`config.mk`:
```
export PLATFORM = sky130hd
export DESIGN_NAME = md_ctrl
export DESIGN_NICKNAME = d
export VERILOG_FILES = /design/src/rtl/md_ctrl.sv
export SDC_FILE = /design/constraint.sdc
export NUM_CORES = 1
export LEC_CHECK = 0
export BUFFER_PORTS_ARGS = -buffer_cell sky130_fd_sc_hd__buf_2
export CORE_MARGIN = 2
export CORE_UTILIZATION = 58
export DETAILED_ROUTE_END_ITERATION = 16
export PLACE_DENSITY = 0.81
export SLEW_MARGIN = 20
export SYNTH_ARGS = -nofsm -noshare
export SYNTH_HDL_FRONTEND = slang
export SYNTH_SLANG_ARGS = --single-unit
```
`constraint.sdc`:
```
create_clock -name clk -period 3.8 [get_ports clk]
set_input_delay 0.19 -clock clk [delete_from_list [all_inputs] [get_ports clk]]
set_output_delay 0.19 -clock clk [all_outputs]
set_load 0.01 [all_outputs]
```
`src/rtl/md_ctrl.sv`:
```
// md_ctrl: sequencer for the 32-step radix-2 restoring divider of the execute stage.
// Optional MD_SIGNED_EN enables signed (DIV) support; without it every divide is unsigned.
module md_ctrl (
    input  logic        clk,
    input  logic        rst,
    input  logic        start_i,
    input  logic        signed_i,
    input  logic [31:0] opdata1_i,
    input  logic [31:0] opdata2_i,
    input  logic        annul_i,
    output logic [63:0] result_o,
    output logic        ready_o,
    output logic        stallreq_o
);

    typedef enum logic [1:0] {
        FREE    = 2'd0,
        BY_ZERO = 2'd1,
        ON      = 2'd2,
        END     = 2'd3
    } state_e;

    state_e      state_q;
    logic [4:0]  cnt_q;
    logic [64:0] work_q;
    logic [64:0] work_d;
    logic [31:0] divisor_q;
    logic [63:0] result_q;
    logic        ready_q;

    logic [32:0] diff_s;
    logic [31:0] op1_mag_s;
    logic [31:0] op2_mag_s;
    logic [31:0] quot_fix_s;
    logic [31:0] rem_fix_s;
    logic        unused_s;

`ifdef MD_SIGNED_EN
    logic        neg_quot_q;
    logic        neg_rem_q;

    assign unused_s = work_q[64];

    // Operand magnitudes at acceptance; sign fix-up of the finished result.
    always_comb begin
        op1_mag_s  = opdata1_i;
        op2_mag_s  = opdata2_i;
        quot_fix_s = work_d[31:0];
        rem_fix_s  = work_d[64:33];
        if (signed_i && opdata1_i[31]) begin
            op1_mag_s = 32'd0 - opdata1_i;
        end else begin
            op1_mag_s = opdata1_i;
        end
        if (signed_i && opdata2_i[31]) begin
            op2_mag_s = 32'd0 - opdata2_i;
        end else begin
            op2_mag_s = opdata2_i;
        end
        if (neg_quot_q) begin
            quot_fix_s = 32'd0 - work_d[31:0];
        end else begin
            quot_fix_s = work_d[31:0];
        end
        if (neg_rem_q) begin
            rem_fix_s = 32'd0 - work_d[64:33];
        end else begin
            rem_fix_s = work_d[64:33];
        end
    end
`else
    assign unused_s   = ^{work_q[64], signed_i};
    assign op1_mag_s  = opdata1_i;
    assign op2_mag_s  = opdata2_i;
    assign quot_fix_s = work_d[31:0];
    assign rem_fix_s  = work_d[64:33];
`endif

    // One restoring step: partial remainder sits in [63:32], quotient bits shift in at bit 0.
    always_comb begin
        diff_s = {1'b0, work_q[63:32]} - {1'b0, divisor_q};
        work_d = work_q;
        if (diff_s[32]) begin
            work_d = {work_q[63:0], 1'b0};
        end else begin
            work_d = {diff_s[31:0], work_q[31:0], 1'b1};
        end
    end

    // Controller FSM with registered result and ready.
    always_ff @(posedge clk) begin
        if (rst) begin
            state_q    <= FREE;
            cnt_q      <= 5'd0;
            work_q     <= 65'd0;
            divisor_q  <= 32'd0;
            result_q   <= 64'd0;
            ready_q    <= 1'b0;
`ifdef MD_SIGNED_EN
            neg_quot_q <= 1'b0;
            neg_rem_q  <= 1'b0;
`endif
        end else begin
            case (state_q)
                FREE: begin
                    ready_q  <= 1'b0;
                    result_q <= 64'd0;
                    if (start_i && !annul_i) begin
                        cnt_q <= 5'd0;
                        if (opdata2_i == 32'd0) begin
                            work_q  <= {32'd0, opdata1_i, 1'b0};
                            state_q <= BY_ZERO;
                        end else begin
                            work_q     <= {32'd0, op1_mag_s, 1'b0};
                            divisor_q  <= op2_mag_s;
`ifdef MD_SIGNED_EN
                            neg_quot_q <= signed_i & (opdata1_i[31] ^ opdata2_i[31]);
                            neg_rem_q  <= signed_i & opdata1_i[31];
`endif
                            state_q    <= ON;
                        end
                    end
                end
                BY_ZERO: begin
                    if (annul_i) begin
                        state_q <= FREE;
                    end else begin
                        result_q <= {work_q[32:1], 32'hFFFF_FFFF};
                        ready_q  <= 1'b1;
                        state_q  <= END;
                    end
                end
                ON: begin
                    if (annul_i) begin
                        cnt_q    <= 5'd0;
                        result_q <= 64'd0;
                        ready_q  <= 1'b0;
                        state_q  <= FREE;
                    end else begin
                        work_q <= work_d;
                        if (cnt_q == 5'd31) begin
                            cnt_q    <= 5'd0;
                            result_q <= {rem_fix_s, quot_fix_s};
                            ready_q  <= 1'b1;
                            state_q  <= END;
                        end else begin
                            cnt_q <= cnt_q + 5'd1;
                        end
                    end
                end
                END: begin
                    if (!start_i || annul_i) begin
                        result_q <= 64'd0;
                        ready_q  <= 1'b0;
                        state_q  <= FREE;
                    end
                end
                default: begin
                    cnt_q    <= 5'd0;
                    result_q <= 64'd0;
                    ready_q  <= 1'b0;
                    state_q  <= FREE;
                end
            endcase
        end
    end

    assign result_o   = result_q;
    assign ready_o    = ready_q;
    assign stallreq_o = start_i & ~ready_q;

endmodule

```
# After elaboration in Yosys (flattened, before gate mapping)
# Cells that the tools add are included.
# word_totals
out_inout_bits	66
mem_bits_rw	0
regBits	168
latch_bits	0
n_memories	0
in_bits	69
elab_cells	57
mem_bits_ro	0
# op_classes
mux	25
shifts	0
n_addsub	2
n_mul	0
div	0
eq_ne	9
n_bitwise	3
reduce_logical	12
order_cmp	0
# ops
cell	count
$mux W64	6
$pmux W64 S4	1
$pmux W64 S2	1
$mux W65	1
$sub A32 B32 Y33	1
$logic_not A32 Y1	1
$mux W5	3
$mux W2	6
$reduce_and A3 Y1	4
$pmux W5 S2	1
$ne A2 B2 Y1 const B	4
$pmux W2 S4	1
$add A5 B1 Y5 const B	1
$eq A5 B5 Y1 const B	1
$eq A2 B2 Y1 const B	2
$mux W1	4
$pmux W1 S4	1
$ne A3 B3 Y1 const B	1
$eq A2 B1 Y1 const B	1
$logic_not A1 Y1	2
$logic_not A2 Y1	1
$not A1 Y1	2
$reduce_and A2 Y1	1
$reduce_bool A2 Y1	1
3 further kinds	3

# Logic depth before layout (Yosys ltp)
# logic_depth
ltp_word	5
depth_mapped	12
mapped_depth_nobuf	11

# Least setup slack after synthesis
# OpenSTA, ideal clock, no wires.
# synth_path
path_kind	register -> register
from	register work_q[32]
to	register result_q[59], in the netlist result_o[59]
path_stages_with_launch	12
setup_slack_ps	1150
required_time_ps	3733
arrival_ps	2583
setup_ps	67
path_cell_list	dfxtp_1 inv_1 ha_1 fa_1 nand2b_1 a21oi_2 o31ai_2 o21bai_4 a21oi_2 o21a_1 or4_4 o21ai_2
# synth_between
elab_chain_len	5
# synth_lines
element	line_no	source
from (decl)	25	logic [64:0] work_q;
from (signal assigned)	111	work_q <= {32'd0, opdata1_i, 1'b0};
from (signal assigned)	114	work_q <= {32'd0, op1_mag_s, 1'b0};
from (signal assigned)	140	work_q <= work_d;
$sub A32 B32 Y33	81	diff_s = {1'b0, work_q[63:32]} - {1'b0, divisor_q};
$mux W65	83	if (diff_s[32]) begin
$mux W64	141	if (cnt_q == 5'd31) begin
$mux W64	134	if (annul_i) begin
$pmux W64 S4	104	case (state_q)
to (signal assigned)	128	result_q <= {work_q[32:1], 32'hFFFF_FFFF};
to (signal assigned)	143	result_q <= {rem_fix_s, quot_fix_s};
to (decl)	28	logic [63:0] result_q;
# No other way between the ends. The select of a mux whose other input is x is not followed.
# A chain may end at the register's enable or synchronous reset.

# Final worst setup path
# layout_path
from	register work_q[32]
to	register result_q[48], in the netlist result_o[48]
# Same word-level chain as after synthesis.

==> metrics.txt <==
# TYPE chip_impl_metric gauge
chip_impl_metric{name="hold_violations",unit=""} 0
chip_impl_metric{name="drt-total-wl",unit="mm"} 22.90
chip_impl_info{name="critical-path-slowest-cell",value="sky130_fd_sc_hd__dfxtp_1"} 1
chip_impl_metric{name="clk_path_buf_depth",unit=""} 2
chip_impl_metric{name="synth_nets",unit=""} 1177
chip_impl_metric{name="cp.arrival",unit="ns"} 3.45
chip_impl_metric{name="gp_routability_congestion",unit=""} 0.9194
chip_impl_metric{name="power",unit="mW"} 6.933
chip_impl_metric{name="layout_min_cycle_time",unit="ns"} 3.178
chip_impl_metric{name="crit_path_max_incr_delay",unit="ns"} 0.44
chip_impl_info{name="layout.cells.most_common_list",value="sky130_fd_sc_hd__dfxtp_1 (168), sky130_fd_sc_hd__buf_2 (132), sky130_fd_sc_hd__nor2_1 (95)"} 1
chip_impl_metric{name="cts-hold-fix-buffers",unit=""} 0
chip_impl_metric{name="post_synth_instance_area",unit="sq um"} 8964
chip_impl_metric{name="reg2reg_slack",unit="ns"} 0.62
chip_impl_metric{name="power-per-cell-area",unit="nW/um^2"} 672.0
chip_impl_metric{name="drv.max_cap_violation_count",unit=""} 0
chip_impl_metric{name="die-area",unit="sq um"} 16460
chip_impl_metric{name="ys_warn_count",unit=""} 0
chip_impl_metric{name="tightest_slew",unit="ns"} 0.9441
chip_impl_metric{name="grt.total_usage",unit="%"} 27.78
chip_impl_info{name="timing.hold.worst.class",value="primary input to register"} 1
chip_impl_metric{name="via_count_of_the_first_global_routing_pass",unit=""} 7293
chip_impl_metric{name="htree_levels",unit=""} 4
chip_impl_metric{name="floorplan.core_area",unit="sq um"} 15150
chip_impl_metric{name="final.setup.tns",unit="ns"} 0
chip_impl_metric{name="synth-seq-cells",unit=""} 168
chip_impl_metric{name="layout.nets",unit=""} 1267
chip_impl_metric{name="achievable-frequency",unit="MHz"} 314.7
chip_impl_metric{name="clock_skew",unit="ns"} 0.006259
chip_impl_metric{name="ys_async_sr_fraction",unit="%"} 0
chip_impl_metric{name="cts_setup_buffers",unit=""} 0
chip_impl_metric{name="grt_overflow_total",unit=""} 0
chip_impl_metric{name="syn2layout_area_growth",unit="%"} 15.09
chip_impl_info{name="capturing_element_type_of_the_critical_path",value="register"} 1
chip_impl_metric{name="detailed_place.area",unit="sq um"} 9699
chip_impl_info{name="dominantRegCellSynth",value="sky130_fd_sc_hd__dfxtp_1"} 1
chip_impl_info{name="startpoint_type",value="register"} 1
chip_impl_metric{name="drt-vias-per-instance",unit=""} 6.091
chip_impl_metric{name="final_layout_size_suffix_gt1_share",unit="%"} 17.88
chip_impl_metric{name="initial_cell_density_of_the_core",unit="%"} 59.18
chip_impl_metric{name="grt_antenna_before_repair",unit=""} 0
chip_impl_metric{name="worst-endpoint-required",unit="ns"} 4.07
chip_impl_metric{name="pin_count",unit=""} 135
chip_impl_metric{name="critical_path.max_fanout",unit=""} 32
chip_impl_metric{name="leakage",unit="nW"} 4.413
chip_impl_info{name="clockRootBuffer",value="sky130_fd_sc_hd__clkbuf_16"} 1
chip_impl_metric{name="postSynthAreaPerCell",unit="sq um"} 8.401
chip_impl_metric{name="post_cts.resized_instances",unit=""} 0
chip_impl_metric{name="yosysUniqueCellTypes",unit=""} 72
chip_impl_metric{name="relative_slew_slack",unit="%"} 37.06
chip_impl_metric{name="drt_first_pass_iters",unit=""} 6
chip_impl_metric{name="detailedRoute.firstIterationViolations",unit=""} 589
chip_impl_metric{name="wire_per_inst",unit="um"} 16.88
chip_impl_metric{name="die_height",unit="um"} 128.3
chip_impl_metric{name="port_buffers",unit=""} 133
chip_impl_metric{name="place.detailed.hpwl",unit="mm"} 16.63
chip_impl_metric{name="insertion_delay",unit="ns"} 0.43
chip_impl_info{name="critical_path.most_common_cell",value="sky130_fd_sc_hd__a21oi_2"} 1
chip_impl_metric{name="slew_violations",unit=""} 0
chip_impl_metric{name="filler_cell_count",unit=""} 1239
chip_impl_metric{name="yosysSeqAreaShare",unit="%"} 37.52
chip_impl_info{name="layout_commonest_cell",value="sky130_fd_sc_hd__dfxtp_1"} 1
chip_impl_metric{name="grt_pass1_wl",unit="mm"} 36.88
chip_impl_metric{name="setup-violations-final",unit=""} 0
chip_impl_metric{name="ir_drop",unit="uV"} 365.9
chip_impl_info{name="unrepaired_setup_endpoints_after_global_routing",value="no"} 1
chip_impl_info{name="path_cells",value="inv_1 > ha_1 > fa_1 > nand2b_1 > a21oi_2 > o31ai_2 > o21bai_4 > a21oi_2 > o21ai_4 > buf_12 > mux2i_1 > o22ai_1"} 1
chip_impl_info{name="status",value="completed"} 1
chip_impl_metric{name="min_period_over_period",unit="%"} 83.63
chip_impl_info{name="critical-path-top-delay-family",value="compound AO/OA/AOI/OAI gates"} 1
chip_impl_info{name="tritoncts",value="yes"} 1
chip_impl_metric{name="drt.antenna.violating_nets",unit=""} 0
chip_impl_metric{name="finish.instance_area",unit="sq um"} 10320
chip_impl_metric{name="number_of_enable_flip_flop_cells_after_synthesis",unit=""} 0
chip_impl_metric{name="drc",unit=""} 0
chip_impl_metric{name="syn-instance-count",unit=""} 1067
chip_impl_info{name="critical_path_class",value="register to register"} 1
chip_impl_metric{name="numCtsBuffers",unit=""} 17
chip_impl_metric{name="die_w",unit="um"} 128.3
chip_impl_metric{name="routed-via-count",unit=""} 8265
chip_impl_metric{name="clkTransAtPathRegs",unit="ns"} 0.07
chip_impl_metric{name="cts.sink_count",unit=""} 168
chip_impl_metric{name="row_count",unit=""} 45
chip_impl_metric{name="antennaDiodeCount",unit=""} 0
chip_impl_metric{name="cp.buffers_inverters",unit=""} 2
chip_impl_metric{name="largest_net_degree_at_the_start_of_global_routing",unit=""} 93
Yosys cell counts (5+ instances only):
library cell               number  area share [%]
sky130_fd_sc_hd__buf_2         18             1.0
sky130_fd_sc_hd__buf_1          6            0.25
sky130_fd_sc_hd__xnor2_1       13             1.3
sky130_fd_sc_hd__a31oi_1       12            0.84
sky130_fd_sc_hd__o21bai_1       5            0.42
sky130_fd_sc_hd__o21ai_0       89             5.0
sky130_fd_sc_hd__nand3_1       22             1.2
sky130_fd_sc_hd__xor2_1         9            0.88
sky130_fd_sc_hd__a32oi_1        6            0.59
sky130_fd_sc_hd__or3_1          6            0.42
sky130_fd_sc_hd__o22ai_1       18             1.3
sky130_fd_sc_hd__and3_1        23             1.6
sky130_fd_sc_hd__a311oi_1       5            0.49
sky130_fd_sc_hd__nand2_1       91             3.8
sky130_fd_sc_hd__nor2b_1        5            0.35
sky130_fd_sc_hd__nand4_1        8            0.56
sky130_fd_sc_hd__mux2i_1       88             9.8
sky130_fd_sc_hd__ha_1          40             5.6
sky130_fd_sc_hd__nor3_1        10            0.56
sky130_fd_sc_hd__dfxtp_1      168              38
sky130_fd_sc_hd__a211oi_1      35             2.9
sky130_fd_sc_hd__clkbuf_1      48             2.0
sky130_fd_sc_hd__inv_1         38             1.6
sky130_fd_sc_hd__a22oi_1        9            0.75
sky130_fd_sc_hd__nor4_1        13            0.91
sky130_fd_sc_hd__a21oi_1       91             5.1
sky130_fd_sc_hd__o21a_1         8            0.67
sky130_fd_sc_hd__a21o_1        12             1.0
sky130_fd_sc_hd__nor2_1        95             4.0
final cells by class:
| class | instances | area, sq um | share of cell area, % |
|---|---|---|---|
| timing repair buffer | 148 | 793.3 | 7.690 |
| sequential | 168 | 3363 | 32.60 |
| clock buffer | 17 | 425.4 | 4.124 |
| multi-input combinational | 784 | 5170 | 50.12 |
| inverter | 38 | 142.6 | 1.383 |
| tap | 188 | 235.2 | 2.280 |
| clock inverter | 14 | 186.4 | 1.807 |
tightest hold or removal path, cell delays in order:
cell and delay, ns:
sky130_fd_sc_hd__buf_2 0.09, sky130_fd_sc_hd__mux2i_1 0.05, sky130_fd_sc_hd__nor2_1 0.07
metal layers:
| layer | global-route usage [%] | up-vias | wire length (um) |
|---|---|---|---|
| li1 | - | 4050 | - |
| met1 | 39.95 | 3879 | 10770 |
| met2 | 44.15 | 309 | 10290 |
| met3 | 4.925 | 27 | 1617 |
| met4 | 5.430 | 0 | 220 |
| met5 | 0 | - | 0 |
power breakdown:
part	internal, mW	leakage [nW]	total, mW	switching (mW)
Combinational	1.12	2.75	2.88	1.76
Clock	1.05	0.299	1.81	0.761
Sequential	2.01	1.36	2.24	0.233
cell families (layout without fill, tap and decap cells):
logic type / after synthesis / count (layout) / synth area share [%]
flip-flops: 168 / 168 / 37.52
multiplexers: 90 / 90 / 10.08
XOR/XNOR: 22 / 22 / 2.150
adder cells (fa/ha/maj): 41 / 41 / 5.807
buffers and inverters: 115 / 217 / 5.221
AO/OA/AOI/OAI: 335 / 335 / 23.60
AND/OR/NAND/NOR: 296 / 296 / 15.62
per-stage QoR:
stage | cells | setup WS (ns) | hold slack (ns) | utilization [%]
floorplan | 1067 | 1.150 | 0.3339 | -
global placement | 1326 | 0.6969 | 0.4346 | 64.04
detailed placement | 1326 | 0.6798 | 0.4416 | 64.04
CTS | 1357 | 0.6522 | 0.0007109 | 68.08
global route | 1357 | 0.4595 | 0.01554 | 68.11
finish | 1357 | 0.6222 | 0.006072 | 68.11
final timing paths:
check / start / cells past startpoint / to
max reg2reg: work_q[32] / 12 / result_o[48]
max: work_q[32] / 12 / result_o[48]
min reg2reg: result_o[8] / 2 / result_o[8]
min: opdata2_i[18] / 3 / divisor_q[18]
sequential cells by signal (all words and copies together), names as in the netlist:
register,count
ready_o,1
work_q,64
result_o,64
divisor_q,32
state_q,2
cnt_q,5
(Power assumes the default switching activity.)
